--- config.mk ---
export PLATFORM = sky130hd
export DESIGN_NAME = reg_dump
export DESIGN_NICKNAME = d
export VERILOG_FILES = /design/src/rtl/reg_dump.sv
export SDC_FILE = /design/constraint.sdc
export NUM_CORES = 1
export LEC_CHECK = 0
export CAP_MARGIN = 10
export CORE_MARGIN = 8
export CORE_UTILIZATION = 45
export DETAILED_ROUTE_END_ITERATION = 12
export DONT_BUFFER_PORTS = 1
export MAX_ROUTING_LAYER = met4
export PLACE_DENSITY_LB_ADDON = 0.08
export SLEW_MARGIN = 0
export SYNTH_ARGS = -nofsm -noshare
export SYNTH_HDL_FRONTEND = slang
export SYNTH_SLANG_ARGS = --single-unit
--- constraint.sdc ---
create_clock -name i_clk -period 2.4 [get_ports i_clk]
set_input_delay 0.72 -clock i_clk [delete_from_list [all_inputs] [get_ports i_clk]]
set_output_delay 0.72 -clock i_clk [all_outputs]
set_load 0.01 [all_outputs]
--- src/rtl/reg_dump.sv ---
// reg_dump: walks register indices 0..LAST_REG through a synchronous read port and streams each
// word out over valid/ready. Define REG_DUMP_CHECKSUM_EN to append an XOR checksum word.
module reg_dump #(
  parameter int DATA_W   = 32,
  parameter int ADDR_W   = 5,
  parameter int LAST_REG = 31
) (
  input  logic              i_clk,
  input  logic              i_rst_n,
  input  logic              i_start,
  input  logic              i_abort,
  output logic [ADDR_W-1:0] o_raddr,
  input  logic [DATA_W-1:0] i_rdata,
  output logic [DATA_W-1:0] o_data,
  output logic [ADDR_W-1:0] o_index,
  output logic              o_last,
  output logic              o_valid,
  input  logic              i_ready,
  output logic              o_busy,
  output logic              o_done
);

  localparam logic [ADDR_W-1:0] LAST_IDX = ADDR_W'(LAST_REG);
  localparam logic [ADDR_W-1:0] IDX_ONE  = ADDR_W'(1'b1);
  localparam logic [ADDR_W-1:0] IDX_ZERO = {ADDR_W{1'b0}};
  localparam logic [DATA_W-1:0] DATA_ZERO = {DATA_W{1'b0}};

`ifdef REG_DUMP_CHECKSUM_EN
  typedef enum logic [2:0] {
    IDLE = 3'd0, RD = 3'd1, CAP = 3'd2, SEND = 3'd3, CSUM = 3'd4
  } state_t;
`else
  typedef enum logic [2:0] {
    IDLE = 3'd0, RD = 3'd1, CAP = 3'd2, SEND = 3'd3
  } state_t;
`endif

  state_t            state_r;
  logic [ADDR_W-1:0] counter_r;

`ifdef REG_DUMP_CHECKSUM_EN
  logic [DATA_W-1:0] checksum_r;

  function automatic logic [DATA_W-1:0] csum_next(input logic [DATA_W-1:0] acc,
                                                  input logic [DATA_W-1:0] word);
    return acc ^ word;
  endfunction
`endif

  // Dump sequencer; i_rdata arrives one cycle after o_raddr, hence the RD -> CAP split.
  always_ff @(posedge i_clk or negedge i_rst_n) begin
    if (!i_rst_n) begin
      state_r    <= IDLE;
      counter_r  <= IDX_ZERO;
      o_raddr    <= IDX_ZERO;
      o_data     <= DATA_ZERO;
      o_index    <= IDX_ZERO;
      o_last     <= 1'b0;
      o_valid    <= 1'b0;
      o_busy     <= 1'b0;
      o_done     <= 1'b0;
`ifdef REG_DUMP_CHECKSUM_EN
      checksum_r <= DATA_ZERO;
`endif
    end else begin
      o_done <= 1'b0;
      if (i_abort && (state_r != IDLE)) begin
        o_valid <= 1'b0;
        o_last  <= 1'b0;
        o_busy  <= 1'b0;
        state_r <= IDLE;
      end else begin
        case (state_r)
          IDLE: begin
            if (i_start) begin
              counter_r  <= IDX_ZERO;
              o_raddr    <= IDX_ZERO;
              o_busy     <= 1'b1;
`ifdef REG_DUMP_CHECKSUM_EN
              checksum_r <= DATA_ZERO;
`endif
              state_r    <= RD;
            end else begin
              state_r <= IDLE;
            end
          end
          RD: begin
            state_r <= CAP;
          end
          CAP: begin
            o_data     <= i_rdata;
            o_index    <= counter_r;
            o_valid    <= 1'b1;
`ifdef REG_DUMP_CHECKSUM_EN
            o_last     <= 1'b0;
            checksum_r <= csum_next(checksum_r, i_rdata);
`else
            o_last     <= (counter_r == LAST_IDX);
`endif
            state_r    <= SEND;
          end
          SEND: begin
            if (i_ready) begin
              o_valid <= 1'b0;
              o_last  <= 1'b0;
              if (counter_r < LAST_IDX) begin
                counter_r <= counter_r + IDX_ONE;
                o_raddr   <= counter_r + IDX_ONE;
                state_r   <= RD;
              end else begin
`ifdef REG_DUMP_CHECKSUM_EN
                // checksum already folds in the word just accepted
                o_data  <= checksum_r;
                o_index <= IDX_ZERO;
                o_last  <= 1'b1;
                o_valid <= 1'b1;
                state_r <= CSUM;
`else
                o_busy  <= 1'b0;
                o_done  <= 1'b1;
                state_r <= IDLE;
`endif
              end
            end else begin
              state_r <= SEND;
            end
          end
`ifdef REG_DUMP_CHECKSUM_EN
          CSUM: begin
            if (i_ready) begin
              o_valid <= 1'b0;
              o_last  <= 1'b0;
              o_busy  <= 1'b0;
              o_done  <= 1'b1;
              state_r <= IDLE;
            end else begin
              state_r <= CSUM;
            end
          end
`endif
          default: begin
            o_valid <= 1'b0;
            o_last  <= 1'b0;
            o_busy  <= 1'b0;
            state_r <= IDLE;
          end
        endcase
      end
    end
  end

endmodule
==> results_dict.tcl <==
set metrics [dict create \
    yosys_register_bits 48 \
    worst_hold_slack_ns 0.121 \
    pre_cts_slack_ns 0.432 \
    setup_ws_ns 0.437 \
    syn2layout_area_growth_pct 6.85 \
    ys_seq_area_share_pct 59.2 \
    period_needed_ns 1.96 \
    start_util_pct 46.6 \
    max_stage_delay_ns 0.39 \
    status "finished clean" \
    wire_per_inst_um 19.2 \
    cts_tree "done" \
    worstPathArrival_ns 2.14 \
    crit_path_start_kind "flop" \
    clockRootBuffer "clkbuf_8" \
    synth.net_count 191 \
    grt_max_degree 49 \
    synth.avg_cell_area_um2 13.7 \
    hp-class "in2async" \
    final_util_pct 49.8 \
    synthCells 148 \
    final_cells 205 \
    report.power.total_mw 2.86 \
    min_period_over_period_pct 81.8 \
    vias 1165 \
    r2r_cells 6 \
    clk_latency_ns 0.28 \
    die_h_um 83.1 \
    worstPathRequired_ns 2.57 \
    ys_types 34 \
    numCtsBuffers 5 \
    grt_use_met2_pct 19.1 \
    dieArea_um2 6910 \
    slew_headroom_pct 58.8 \
    cts_htree_levels 2 \
    n_antenna_cell 0 \
    core_area_um2 4350 \
    grtUsageMet3_pct 6.35 \
    post-cts-setup-buffers 0 \
    worst_pin_slew_ns 0.618 \
    dr.pass1.iters 4 \
    hold_viol_final 0 \
    ios 83 \
    grt_overflow 0 \
    fmax_mhz 509 \
    antenna_found_initial 0 \
    powerDensity_nw_per_um2 1320 \
    final_nets 195 \
    finalMaxSlewViolations 0 \
    clkSinkCount 48 \
    busiest_layer "met2" \
    cpLargestDelayFamily "buffers and inverters" \
    maxCapViolCount 0 \
    rsz0062_at_grt "false" \
    fin_tns_setup_ns 0 \
    grtUsageTotal_pct 11.9 \
    holdBufCountCts 0 \
    globalplace.congestion 0.890 \
    timing.rr.start "state_r[0]$_DFF_PN0_" \
    p_leak_nw 0.955 \
    grt_pass1_wl_mm 6.53 \
    cp_max_fo 29 \
    drive_above_1_share_pct 28.8 \
    fp-row-count 24 \
    clock_skew_ns 0.00263 \
    clk_pin_slew_ns 0.08 \
    dp_cells 197 \
    drtIter0Drc 21 \
    r2r_slack_ns 0.44 \
    portBuffers 0 \
    cp.buffers_inverters 2 \
    critPathKind "reg2reg" \
    syn_area_um2 2030 \
    r2r_end "o_data[13]$_DFFE_PN0P_" \
    ant_nets 0 \
    crit_chain "inv_1 > ha_1 > nand2b_1 > nand2_1 > buf_4 > mux2_2" \
    place_area_um2 2080 \
    endpoint_kind "flop" \
    met1_usage_pct 12.0 \
    cts_resized 0 \
    clock_path_buffers 2 \
    synth_warnings 0 \
    drc 0 \
    ir_drop_mv 0.453 \
    setup_viol 0 \
    slowest_stage "dfrtp_1" \
    die_w_um 83.1 \
    wirelength_mm 3.95 \
    stdcell_area_um2 2170 \
    grt_pass1_vias 1215 \
    dp_hpwl_mm 3.12 \
    viasPerCell 5.68 \
]
## state kept, by name, summed over array words and instances (netlist names)
signal     cells
state_r        2
o_valid        1
o_data        32
o_done         1
o_busy         1
o_last         1
o_index        5
counter_r      5
## where the power goes
part           switching (mW)  internal (mW)  leakage [nW]  total [mW]
clock network           0.232          0.235        0.0455       0.467
registers               0.390           1.14         0.596        1.53
logic                   0.389          0.466         0.314       0.855
## cell usage after synthesis
library cell	instances	area (µm²)
o41ai_1	1	8.76
nor3_1	1	5.00
nand4_1	1	6.26
mux2_1	4	45.0
buf_6	1	11.3
o32ai_1	1	8.76
a22oi_1	1	7.51
nor4_4	1	21.3
buf_2	4	20.0
nor2_1	2	7.51
o22ai_1	2	12.5
nand2_1	12	45.0
and3_1	1	6.26
a2111oi_4	1	27.5
or2_2	1	6.26
nor4b_1	1	8.76
ha_1	6	75.1
o31ai_1	1	7.51
o21ai_0	5	25.0
inv_1	6	22.5
nor2b_1	1	6.26
nor2b_4	1	13.8
a41oi_1	1	8.76
mux2_2	30	338
o21a_1	1	7.51
o21ai_1	1	5.00
nand2b_1	1	6.26
dfrtp_1	48	1200
a21oi_1	6	30.0
o31a_1	1	8.76
o211ai_1	1	7.51
inv_2	1	3.75
a31o_2	1	8.76
nand3_1	1	5.00
## worst reg2reg max path, stage by stage (launching register included)
cell      delay (ns)
dfrtp_1         0.39
inv_1           0.08
ha_1            0.29
nand2b_1        0.25
nand2_1         0.11
buf_4           0.34
mux2_2          0.40
## worst max path at each step
stage,startpoint,end,depth (start not counted)
6_report,state_r[0]$_DFF_PN0_,o_data[13]$_DFFE_PN0P_,6
5_1_grt,state_r[0]$_DFF_PN0_,o_data[15]$_DFFE_PN0P_,6
2_1_floorplan,state_r[0]$_DFF_PN0_,o_data[10]$_DFFE_PN0P_,6
3_5_place_dp,state_r[0]$_DFF_PN0_,o_data[13]$_DFFE_PN0P_,6
3_3_place_gp,state_r[0]$_DFF_PN0_,o_data[17]$_DFFE_PN0P_,6
4_1_cts,state_r[0]$_DFF_PN0_,o_data[13]$_DFFE_PN0P_,6
## final cells by class
cell class | instances | area (µm²)
clock buffer | 8 | 90.1
tap | 52 | 65.1
sequential | 48 | 1200
timing repair buffer | 2 | 15.0
inverter | 7 | 26.3
fill | 378 | 2190
multi-input combinational | 88 | 769
## logic make-up (layout without fill, tap and decap cells)
family                   Yosys count  count (layout)  share of synthesized area, %
adder cells (fa/ha/maj)            6               6                          3.70
multiplexers                      34              34                          18.9
flip-flops                        48              48                          59.2
AO/OA/AOI/OAI                     24              24                          8.58
AND/OR/NAND/NOR                   24              24                          6.79
buffers and inverters             12              17                          2.84
## placed cells by master (no fill, tap or decap), drive strengths merged, types with 2 or more instances in the layout
| cell | n |
|---|---|
| dfrtp | 48 |
| nor2b | 2 |
| nor2 | 2 |
| inv | 7 |
| o22ai | 2 |
| ha | 6 |
| a21oi | 6 |
| nand2 | 12 |
| o21ai | 6 |
| mux2 | 34 |
| buf | 2 |
| clkbuf | 8 |
## routing by layer
metal	vias to the layer above	part of all wire [%]
li1	533	-
met1	575	37
met2	51	51
met3	6	10
met4	0	1.5
met5	-	0
(Power assumes the default switching activity.)
